### config.mk
export PLATFORM = sky130hd
export DESIGN_NAME = arbitro_memoria_datos
export DESIGN_NICKNAME = d
export VERILOG_FILES = /design/src/rtl/arb_mem_pkg.sv /design/src/rtl/arb_rr2.sv /design/src/rtl/arbitro_memoria_datos.sv
export SDC_FILE = /design/constraint.sdc
export NUM_CORES = 1
export LEC_CHECK = 0
export BUFFER_PORTS_ARGS = -buffer_cell sky130_fd_sc_hd__clkbuf_2
export CORE_UTILIZATION = 35
export DETAILED_ROUTE_END_ITERATION = 10
export PLACE_DENSITY = 0.67
export SETUP_SLACK_MARGIN = 0.4
export SYNTH_ARGS = -nofsm -noshare
export SYNTH_HDL_FRONTEND = slang
export SYNTH_SLANG_ARGS = --single-unit
### constraint.sdc
create_clock -name clk -period 1.85 [get_ports clk]
set_input_delay 0.4625 -clock clk [delete_from_list [all_inputs] [get_ports clk]]
set_output_delay 0.4625 -clock clk [all_outputs]
set_load 0.01 [all_outputs]
### src/rtl/arb_mem_pkg.sv
// Shared types and page map for the data-memory arbiter.
package arb_mem_pkg;

  typedef enum logic [1:0] {
    StIdle,
    StBusy,
    StLock1
  } state_e;

  typedef enum logic [1:0] {
    FltNone,
    FltUnmapped,
    FltRomWr
  } fault_e;

  // Control part of an in-flight command; address and data are held alongside it.
  typedef struct packed {
    logic   valid;
    logic   port;
    logic   we;
    fault_e fault;
  } cmd_t;

  localparam int unsigned PageRam1Lo = 0;
  localparam int unsigned PageRam1Hi = 1;
  localparam int unsigned PageRam2Lo = 2;
  localparam int unsigned PageRam2Hi = 3;
  localparam int unsigned PageRom    = 4;

endpackage

### src/rtl/arb_rr2.sv
// Two-way round-robin arbiter; mask0 blocks port 0 while port 1 holds a lock.
module arb_rr2 (
  input  logic clk,
  input  logic reset,
  input  logic req0,
  input  logic req1,
  input  logic mask0,
  output logic gnt0,
  output logic gnt1
);

  logic ptr_q;  // 1: port 1 wins a tie
  logic req0_eff;

  assign req0_eff = req0 & ~mask0;
  assign gnt0     = ~reset & req0_eff & (~req1 | ~ptr_q);
  assign gnt1     = ~reset & req1 & (~req0_eff | ptr_q);

  always_ff @(posedge clk) begin
    if (reset) begin
      ptr_q <= 1'b0;
    end else if (gnt0) begin
      ptr_q <= 1'b1;
    end else if (gnt1) begin
      ptr_q <= 1'b0;
    end
  end

endmodule

### src/rtl/arbitro_memoria_datos.sv
// Two-port arbiter/sequencer for the banked data memory.
// Define ARB_ROM_WP_EN to turn writes to the ROM page into faults.
module arbitro_memoria_datos
  import arb_mem_pkg::*;
#(
  parameter int unsigned DATA_W   = 32,
  parameter int unsigned ADDR_W   = 32,
  parameter int unsigned MAX_PAGE = 4,
  parameter int unsigned ROM_PAGE = PageRom
) (
  input  logic              clk,
  input  logic              reset,
  input  logic              req0,
  input  logic              we0,
  input  logic [ADDR_W-1:0] addr0,
  input  logic [DATA_W-1:0] wdata0,
  input  logic              req1,
  input  logic              we1,
  input  logic [ADDR_W-1:0] addr1,
  input  logic [DATA_W-1:0] wdata1,
  input  logic              lock1,
  output logic              gnt0,
  output logic              gnt1,
  output logic              stall0,
  output logic              rvalid0,
  output logic              rvalid1,
  output logic [DATA_W-1:0] rdata,
  output logic              err0,
  output logic              err1,
  output logic              mem_escr,
  output logic              mem_leer,
  output logic [ADDR_W-1:0] mem_direc,
  output logic [DATA_W-1:0] mem_datain,
  input  logic [DATA_W-1:0] mem_dataout
);

  localparam int unsigned PageW = ADDR_W - 8;

`ifdef ARB_ROM_WP_EN
  localparam bit RomWp = 1'b1;
`else
  localparam bit RomWp = 1'b0;
`endif

  state_e            state_q;
  cmd_t              cmd_q;
  logic [ADDR_W-1:0] addr_q;
  logic [DATA_W-1:0] wdata_q;

  logic              any_gnt;
  logic              sel_we;
  logic [ADDR_W-1:0] sel_addr;
  logic [DATA_W-1:0] sel_wdata;
  logic [PageW-1:0]  sel_page;
  fault_e            sel_fault;
  logic              drive;
  logic              good;

  arb_rr2 u_arb (
    .clk   (clk),
    .reset (reset),
    .req0  (req0),
    .req1  (req1),
    .mask0 (state_q == StLock1),
    .gnt0  (gnt0),
    .gnt1  (gnt1)
  );

  assign any_gnt = gnt0 | gnt1;
  assign stall0  = req0 & ~gnt0;

  always_comb begin
    sel_we    = gnt1 ? we1 : we0;
    sel_addr  = gnt1 ? addr1 : addr0;
    sel_wdata = gnt1 ? wdata1 : wdata0;
    sel_page  = sel_addr[ADDR_W-1:8];
    sel_fault = FltNone;
    if (sel_page > PageW'(MAX_PAGE)) begin
      sel_fault = FltUnmapped;
    end else if (RomWp && sel_we && (sel_page == PageW'(ROM_PAGE))) begin
      sel_fault = FltRomWr;
    end
  end

  // Memory is driven straight from the command register in the cycle after accept.
  assign drive      = cmd_q.valid && (cmd_q.fault == FltNone);
  assign good       = drive;
  assign mem_leer   = drive & ~cmd_q.we;
  assign mem_escr   = drive & cmd_q.we;
  assign mem_direc  = drive ? addr_q : '0;
  assign mem_datain = (drive && cmd_q.we) ? wdata_q : '0;

  always_ff @(posedge clk) begin
    if (reset) begin
      state_q <= StIdle;
      cmd_q   <= '0;
      addr_q  <= '0;
      wdata_q <= '0;
      rvalid0 <= 1'b0;
      rvalid1 <= 1'b0;
      err0    <= 1'b0;
      err1    <= 1'b0;
      rdata   <= '0;
    end else begin
      cmd_q.valid <= any_gnt;
      if (any_gnt) begin
        cmd_q.port  <= gnt1;
        cmd_q.we    <= sel_we;
        cmd_q.fault <= sel_fault;
        addr_q      <= sel_addr;
        wdata_q     <= sel_wdata;
      end

      rvalid0 <= good && !cmd_q.we && !cmd_q.port;
      rvalid1 <= good && !cmd_q.we && cmd_q.port;
      err0    <= cmd_q.valid && (cmd_q.fault != FltNone) && !cmd_q.port;
      err1    <= cmd_q.valid && (cmd_q.fault != FltNone) && cmd_q.port;
      if (good && !cmd_q.we) begin
        rdata <= mem_dataout;
      end

      if (gnt1 && lock1) begin
        state_q <= StLock1;
      end else if ((state_q == StLock1) && lock1) begin
        state_q <= StLock1;
      end else if (any_gnt) begin
        state_q <= StBusy;
      end else begin
        state_q <= StIdle;
      end
    end
  end

  // Requesters must hold a request until it is granted.
  req0_held: assert property (@(posedge clk) disable iff (reset) (req0 && !gnt0) |=> req0);
  req1_held: assert property (@(posedge clk) disable iff (reset) (req1 && !gnt1) |=> req1);

endmodule

==> results.md, run 1 <==
* DR iter-0 viols at 273
* CTS root buf: clkbuf_16
* Layout cells sized above 1 at 55.9%
* Vias in the first global route at 5178
* Syn Inst Count at ~590
* Multi-input logic area at 3130 sq um
* Sequential share of the synthesized area at 44.1%
* Die width at approximately 120 microns
* Hold Buf Count CTS at 0
* Crit. End Element: output pin
* Initial Utilization at 36.2%
* Die Height at ~120 microns
* Grt total ovfl at 0
* Pre-CTS setup slack at 0.0724 ns
* Critical path data required time at approximately 1.4 ns
* #FFs+latches synth at 107
* Num rows at 42
* Antenna diodes at 0
* Status: complete, but fails checks
* Final hold slack at 0.325 ns
* Clk sinks at 107
* RSZ-0062 raised after global routing: true
* Post-Syn Area at 4850 sq um
* Clock slew at reported path FFs at 0.07 ns
* Worst Max-Slew Pin Slew at 0.681 ns
* Hpwl dp at 11000 microns
* Tot GR Track Use at between 20 and 25%
* Largest net degree at the start of global routing at 104
* CP Max Fanout at 22
* Syn nets at 759
* Worst-skew pair later-pin latency at about 0.35 ns
* Post-synth top area cell: dfxtp_1
* Post-route setup slack at -0.0835 ns
* Final Critical Period at between 1.5 and 2 ns
* Initial antenna violation count at 0
* Vias post-DR at 5391
* Largest cells by area after synthesis: dfxtp_1 (44%), nand2_1 (8.9%), a21oi_1 (7.8%), a311oi_2 (7.4%), a22oi_1 (6.3%)
* Number of H-tree levels at 3
* Final setup violation count at 66
* Crit path DAT at 1.47 ns
* Area share of the largest cell type after synthesis at approximately 44%
* WL/cell at 16.9 microns
* CTS tree: done
* Pre-antenna DRT Iters at 4
* Core area at approximately 13000 sq um
* Ys Warns at 0
* Hold Fails Final Rpt at 0
* GPL Wtd Cong at 0.806
* Area of the die at 14300 sq um
* Area Growth Syn to Fin at 70.2%
* Hold Path Class: input pin to flop
* Clk buf depth at 2
* Antenna viol nets, final at 0
* First-pass GRT wire length at 27100 microns
* Pwr/cell area at 710 nW/um^2
* Syn avg cell area at 8.20 sq um
* Fin Clk Skew at ~0.0070 ns
* TritonCTS Buffers at 9
* # nets final at between 1000 and 1500
* Residual DRC at 0
* Final Slew Violations at 0
* Via density per instance at 5.11
* Failing checks: setup timing
* Startpoint class of the critical path: flop
* Unique masters post-synth at 28
* Register area at 2150 sq um
* Routed Wire Length at between 15000 and 20000 microns
* Maximum vdd drop at 485 uV
* Worst slew margin at 54.6%
* Max Cap Viol at 0
* PortBufs at 271
* Setup Crit Path Kind: flop to output pin
* F_max at between 500 and 600 MHz
* FILL cells at 1184
* Leak at 3.60 nW
* Final Cycle Share at 105%
* IO Count at 272
-- cell families (layout without fill, tap and decap cells) --
family / Yosys count / in the layout / synth area share (%)
AND/OR/NAND/NOR: 275 / 275 / 26.9
AO/OA/AOI/OAI: 147 / 147 / 22.5
flip-flops: 107 / 107 / 44.1
buffers and inverters: 62 / 350 / 6.24
multiplexers: 1 / 1 / 0.232
-- report_power, final --
group | internal [mW] | switching (mW) | leakage [nW]
Clock | 1.09 | 0.889 | 0.145
Combinational | 0.655 | 0.669 | 2.58
Sequential | 2.46 | 0.102 | 0.879
-- sequential cells by signal, summed over array words and instances, names as in the netlist, 2 cells and up --
register	cells
addr_q	32
wdata_q	32
cmd_q	4
rdata	32
state_q	2
-- path summary, 6_finish.rpt --
path | startpoint | endpoint | slack, ns | cells past startpoint
min reg2reg | cmd_q[3] | err0 | 0.45 | 1
min | mem_dataout[1] | rdata[1] | 0.33 | 3
max | cmd_q[0] | mem_direc[11] | -0.08 | 5
max reg2reg | state_q[0] | cmd_q[0] | 0.07 | 7
-- placed cells by master, fill, tap and decap left out, types with 23 or more instances in the layout --
cell	n
and3_1	32
a22oi_1	37
and2_1	33
nand3_2	23
dfxtp_1	102
a21oi_2	36
nand2_1	114
a21oi_1	39
a311oi_2	24
nor2_4	23
clkbuf_2	253
-- cell usage after synthesis --
master / number
or3_1: 1
inv_2: 3
nand4_1: 2
nand3_1: 44
and3_1: 32
clkbuf_1: 29
nand2b_1: 2
nand2_1: 115
nor2b_1: 2
buf_1: 2
a22oi_1: 41
a21oi_1: 76
a311oi_2: 24
o311a_1: 1
buf_2: 17
and2_1: 34
inv_1: 2
buf_4: 5
buf_6: 4
o21ai_0: 3
dfxtp_1: 107
a311o_2: 1
a21boi_1: 1
nor4_1: 8
mux2_2: 1
nand2b_4: 1
nor3_1: 4
nor2_1: 30
-- metrics by stage --
| stage | utilization [%] | TNS (ns) | total power [mW] | cell area [sq um] | instances |
|---|---|---|---|---|---|
| 2_1_floorplan | - | 0 | 3.16 | 5200 | 592 |
| 3_3_place_gp | 49.4 | 0 | 3.53 | 6620 | 1002 |
| 3_5_place_dp | 49.4 | 0 | 3.54 | 6620 | 1002 |
| 4_1_cts | 58.4 | -2.97 | 5.78 | 7830 | 1049 |
| 5_1_grt | 61.7 | -7.33 | 6.13 | 8260 | 1056 |
| 6_report | 61.7 | -3.47 | 5.87 | 8260 | 1056 |
-- worst max-delay path: stages (launching register included) --
cell and delay (ns):
dfxtp_2 0.36, nor2b_4 0.15, buf_4 0.16, buf_16 0.15
and2_1 0.16, clkbuf_2 0.13
-- metal layers --
metal / vias up / part of all wire, % / track usage, %
li1: 2662 / - / -
met1: 2511 / 42 / 29.2
met2: 175 / 50 / 41.5
met3: 43 / 4.3 / 5.37
met4: 0 / 3.1 / 10.1
met5: - / 0 / 0
-- repair_timing --
item,CTS,global route
buffers inserted,18,5
pin swaps,59,31
gates cloned,13,2
gates resized for setup,103,86
setup endpoints to repair,156,163
hold endpoints to repair,0,0
-- layout make-up --
class                           count  area share [%]
Sequential cell                   107            26.0
Clock buffer                       10            2.89
Multi-Input combinational cell    423            37.9
Timing Repair Buffer              329            29.5
Inverter                            5           0.288
Tap cell                          176            2.67
Clock inverter                      6           0.772
Note: power is estimated with default switching activity, not from simulation.
==> run 2, diff against run 1 <==
Settings changed: ABC_AREA from default to 1, CAP_MARGIN from default to 20.
==> run 2 against run 1 <==
The run still ends with setup timing left. Core utilization rose by 1.9 points. Largest power group unchanged. Area after synthesis fell by 0.15%. Cell area rose by 2.6%.
==> results.md, run 2 <==
* Status: complete, but fails checks
* Failing checks: setup timing
* CP Max Fanout at 15
* IO Count at about 270
* Max Cap Viol at 0
* WHS Endpoint: rdata[19]
* Vias post-DR at 5806
* TritonCTS Buffers at 9
* Initial Utilization at 36.3%
* Post-Syn Area at 4850 sq um
* Crit path DAT at 1.42 ns
* Main combinational cell family by area after synthesis: simple AND/OR/NAND/NOR gates
* FILL cells at 1163
* Worst Max-Slew Pin Slew at 0.584 ns
* Pwr/cell area at a little over 700 nW/um^2
* Most frequent cells in the layout: clkbuf_2 (253), nand2_1 (116), dfxtp_1 (104), nor2_1 (85), inv_1 (79)
* Fin Clk Skew at between 0.007 and 0.008 ns
* DR iter-0 viols at 255
* Synth Area in XOR/XNOR at 0%
* Primary FF master, synth: dfxtp_1
* WL/cell at 15.3 microns
* Crit. End Element: output pin
* Adder-Cell Fraction of Synth Area at 0%
* Placed inst area at 6540 sq um
* F_max at 530 MHz
* Hold Fails Final Rpt at 0
* Reg-to-Reg End: cmd_q[0]
* Simple-gate share of the synthesized area at 28.8%
* Area Growth Syn to Fin at 75.0%
* Num rows at 42
* Worst hold start: mem_dataout[19]
* Pre-CTS setup slack at 0.0661 ns
* Number of H-tree levels at 3
* Combinational Power Share at a little over a quarter
* Die Height at 120 microns
* Maximum vdd drop at roughly 470 uV
* Post-synth top area cell: dfxtp_1
* Syn Inst Count at 723
* Critical path data required time at 1.39 ns
* Clk buf depth at 2
* Routed Wire Length at about 18000 microns
* Leak at 3.88 nW
* Largest registers: addr_q x32, rdata x32, wdata_q x32
* Multi-input logic area at between 3000 and 4000 sq um
* Clk sinks at 107
* Startpoint class of the critical path: flop
* Grt total ovfl at 0
* Setup Crit Path Kind: flop to output pin
* Final hold slack at 0.337 ns
* EDFF count, synth at 0
* Worst slew margin at roughly three fifths
* #FFs+latches synth at 107
* CTS tree: done
* Post-route setup slack at -0.0357 ns
* Flop-to-flop setup slack at 0.21 ns
* Cells after DPL at 1148
* Sequential share of the synthesized area at 44.2%
* Setup_tns at -0.251 ns
* Final setup violation count at 18
* Complex-gate fraction of the synthesized area at 15.3%
* Ys Warns at 0
* Residual DRC at 0
* Sw Pwr at roughly 2 mW
* Area of the die at 14300 sq um
* Register area at 2150 sq um
* Initial antenna violation count at 0
* Core area at around 13000 sq um
* Worst-skew pair later-pin latency at 0.35 ns
* Hold Path Class: input pin to flop
* Core Util, Final at between 60% and 70%
* Count leader, synth: nand2_1
* Largest net degree at the start of global routing at between 40 and 50
* Final Cycle Share at 102%
* GPL Wtd Cong at 0.813
* Final Slew Violations at 0
* Non-Filler Instances at between 1000 and 1500
* First-pass GRT wire length at 25700 microns
* Hold Buf Count CTS at 0
* FF-to-FF path depth at 13
* Seq pwr share at roughly 43%
* Syn nets at 890
* Worst r2r src: state_q[0]
* Clock slew at reported path FFs at 0.08 ns
* Via density per instance at 4.85
* Pre-antenna DRT Iters at 5
* Die width at roughly 120 microns
* Tot GR Track Use at 22.6%
* Internal Power at approximately 4.2 mW
* Layout cells sized above 1 at 53.6%
* Multiplexer area fraction after synthesis at 0%
* CTS root buf: clkbuf_16
* Largest cells by area after synthesis: dfxtp_1 (44%), nand2_1 (14%), nor2_1 (11%), a31oi_1 (7.0%), inv_1 (6.3%)
* Net Sw Frac at about a third
* Ys async rst share at 0%
* Cell area after layout at 8480 sq um
* RSZ-0062 raised after global routing: true
* Post-synth top cells: nand2_1 (178), nor2_1 (147), dfxtp_1 (107), inv_1 (81), a31oi_1 (54)
* Clk pwr share at 30.0%
* Syn avg cell area at 6.70 sq um
* Unique masters post-synth at 26
* Final Power at 6.13 mW
* Hold Path Depth at 3
* PortBufs at around 270
* Area share of the largest cell type after synthesis at 44.2%
* # nets final at 1182
* Hpwl dp at ~11000 microns
* Commonest non-fill, non-tap cell in the layout: clkbuf_2
* Antenna viol nets, final at 0
* Final Critical Period at 1.89 ns
* Vias in the first global route at 5262
* Antenna diodes at 0
## run 2: per-layer routing
layer,vias to the layer above,wire length [microns],track usage [%]
li1,2859,-,-
met1,2700,7510,27.3
met2,219,9350,40.0
met3,28,1070,4.37
met4,0,330,7.27
met5,-,0,0
## run 2: power by group through the flow
| stage | Combinational [mW] | Sequential [mW] | Clock, mW |
|---|---|---|---|
| after floorplan | 0.578 | 2.67 | 0 |
| after global placement | 1.07 | 2.65 | 0 |
| after detailed placement | 1.08 | 2.65 | 0 |
| after CTS | 1.31 | 2.61 | 1.88 |
| after global routing | 1.78 | 2.66 | 1.97 |
| final | 1.66 | 2.64 | 1.84 |
## run 2: how the worst max path moves through the flow
stage / cells after the start / start / to / slack [ns]
6_report: 5 / cmd_q[0] / mem_datain[17] / -0.04
5_1_grt: 6 / cmd_q[4] / mem_datain[17] / -0.1
4_1_cts: 5 / cmd_q[0] / mem_datain[10] / -0.04
3_3_place_gp: 13 / req1 / cmd_q[0] / 0.07
3_5_place_dp: 11 / req1 / cmd_q[0] / 0.07
2_1_floorplan: 6 / reset / stall0 / 0.34
## run 2: cell families after synthesis
family,Yosys count
buffers and inverters,133
DFF,107
AOI/OAI and AO/OA,132
and+or+nand+nor,351
## run 2: final cells by class
cell class	count	area share, %
flip-flops and latches	107	25.3
well taps	176	2.60
clock inverters	7	0.635
inverters	88	4.28
multi-input cells	484	37.8
clock buffers	9	2.66
repair buffers	325	26.7
## run 2: critical path: stages (launching register included)
cell      delay (ns)
dfxtp_2         0.35
nor2_4          0.15
nand2_4         0.15
buf_12          0.20
nor2_2          0.10
clkbuf_2        0.14
## run 2: what timing repair did
action                                  in CTS  in global routing
endpoints found under the setup margin     108                171
gates resized for setup                    137                178
buffers inserted                             6                  9
gates cloned                                 4                 13
pin swaps                                   36                 48
==> run 3, diff against run 2 <==
Settings changed: BUFFER_PORTS_ARGS -buffer_cell sky130_fd_sc_hd__clkbuf_2 to -buffer_cell sky130_fd_sc_hd__buf_2.
Clock period 1.85 ns to 1.7 ns, I/O delays scaled along.
==> run 3 against run 2 <==
The run still ends with setup timing left. Worst hold slack lost 0.033 ns. Flip-flop and latch count unchanged. Sequential power is 9.1% higher. Via count increased by 6.8%. Core utilization increased by 7.2 points. Combinational power is 28% higher. Sequential share of layout area is 2.5 points lower. Clock power increased by 22%. First-iteration DRC count increased by 25%. Critical path type unchanged. Critical endpoint is now mem_datain[16]. Largest power group unchanged.
==> results.md, run 3 (same netlist as run 2, synthesis figures left out) <==
* F_max at 541 MHz
* Clk sinks at 107
* Final Slew Violations at 0
* Worst Max-Slew Pin Slew at 0.335 ns
* FF-to-FF path depth at 12
* Die width at 120 microns
* Most frequent cells in the layout: buf_2 (242), nand2_1 (103), dfxtp_1 (101), nor2_1 (79), inv_1 (77)
* Hold Path Depth at 3
* Fin Clk Skew at 0.00818 ns
* PortBufs at approximately 270
* Leak at 4.36 nW
* Cells along the critical path: nor2_4 > nand2_4 > clkbuf_16 > nor2_4 > buf_6
* CTS root buf: clkbuf_16
* Worst-skew pair later-pin latency at 0.34 ns
* Hold Buf Count CTS at 0
* Failing checks: setup timing
* Critical path data required time at 1.27 ns
* Pwr/cell area at just under 800 nW/um^2
* Via density per instance at ~5
* Setup_tns at -5.67 ns
* FILL cells at 980
* Crit. End Element: output pin
* Largest net degree at the start of global routing at 33
* Initial Utilization at between 30% and 40%
* Hpwl dp at 11400 microns
* Core area at 13300 sq um
* Crit path DAT at 1.42 ns
* CP max stage delay at approximately 0.35 ns
* Die Height at 120 microns
* Post-route setup slack at -0.148 ns
* Worst slew margin at 77.6%
* Setup Crit Path Kind: flop to output pin
* Grt total ovfl at 0
* Status: complete, but fails checks
* Flop-to-flop setup slack at -0.02 ns
* Vias in the first global route at 6004
* Number of H-tree levels at 3
* Area of the die at 14300 sq um
* Antenna viol nets, final at 0
* Hold Fails Final Rpt at 0
* Final Power at 7.26 mW
* Initial antenna violation count at 0
* Cells after DPL at 1164
* DR iter-0 viols at 318
* Non-Filler Instances at ~1200
* Maximum vdd drop at 479 uV
* Startpoint class of the critical path: flop
* Largest registers: addr_q x32, rdata x32, wdata_q x32
* Vias post-DR at 6201
* Antenna diodes at 0
* Register area at 2150 sq um
* CP Max Fanout at 8
* Routed Wire Length at 21200 microns
* IO Count at 272
* Commonest non-fill, non-tap cell in the layout: buf_2
* Layout cells sized above 1 at 56.8%
* CTS tree: done
* Num rows at 42
* Critical path's slowest cell: dfxtp_2
* Clock slew at reported path FFs at 0.07 ns
* Final setup violation count at 66
* Hold Path Class: input pin to flop
* Pre-antenna DRT Iters at 4
* RSZ-0062 raised after global routing: true
* TritonCTS Buffers at 9
* Multi-input logic area at approximately 3200 sq um
* Residual DRC at 0
* GPL Wtd Cong at 0.855
* Tot GR Track Use at 26.5%
* Area Growth Syn to Fin at 94.7%
* Final Critical Period at 1.85 ns
* Most common cell on crit path: nor2_4
* Final Cycle Share at 109%
* Clk buf depth at 2
* Max Cap Viol at 0
* WL/cell at ~17 microns
* First-pass GRT wire length at about 30000 microns
* # nets final at between 1000 and 1500
run 3: metrics by stage:
stage / hold WS (ns) / cell area (sq um) / worst slack (ns) / utilization, %
after floorplan: 0.423 / 5320 / 0.267 / -
after global placement: 0.465 / 6980 / -0.00227 / 52.3
after detailed placement: 0.470 / 6980 / -0.0241 / 52.3
after CTS: 0.291 / 8720 / -0.173 / 65.3
after global routing: 0.304 / 9430 / -0.196 / 70.7
final: 0.304 / 9430 / -0.148 / 70.7
run 3: critical path, delay by kind of cell, from the launching register on:
| family | cells | cell delay [ns] |
|---|---|---|
| buffers and inverters | 2 | 0.33 |
| DFF | 1 | 0.35 |
| and+or+nand+nor | 3 | 0.39 |
run 3: layout make-up:
class                   instances  share of cell area (%)
repair buffers                374                    33.8
multi-input cells             483                    33.5
flip-flops and latches        107                    22.8
inverters                      88                    4.10
clock buffers                  13                    2.97
well taps                     176                    2.33
clock inverters                 3                   0.464
run 3: where the power goes:
group	leakage [nW]	internal, mW	switching, mW	total, mW
clock	0.162	1.31	0.941	2.25
combinational	3.31	1.05	1.09	2.13
sequential	0.884	2.73	0.152	2.88
run 3: path summary, 6_finish.rpt:
check	from	end
setup / recovery	cmd_q[0]	mem_datain[16]
setup reg to reg	state_q[0]	cmd_q[0]
hold / removal	mem_dataout[7]	rdata[7]
hold reg to reg	cmd_q[3]	rvalid0
run 3: what timing repair did:
action	CTS	global route
pin swaps	34	27
endpoints found under the setup margin	168	171
gates resized for setup	206	106
gates cloned	20	6
endpoints found under the hold margin	0	0
setup buffers	27	11
run 3: per-layer routing:
metal | up-vias | track usage [%] | routed length (microns)
met5 | - | 0 | 0
met4 | 0 | 11.0 | 777
met3 | 57 | 5.51 | 1490
met2 | 297 | 48.7 | 10900
met1 | 2890 | 29.5 | 8070
li1 | 2957 | - | -
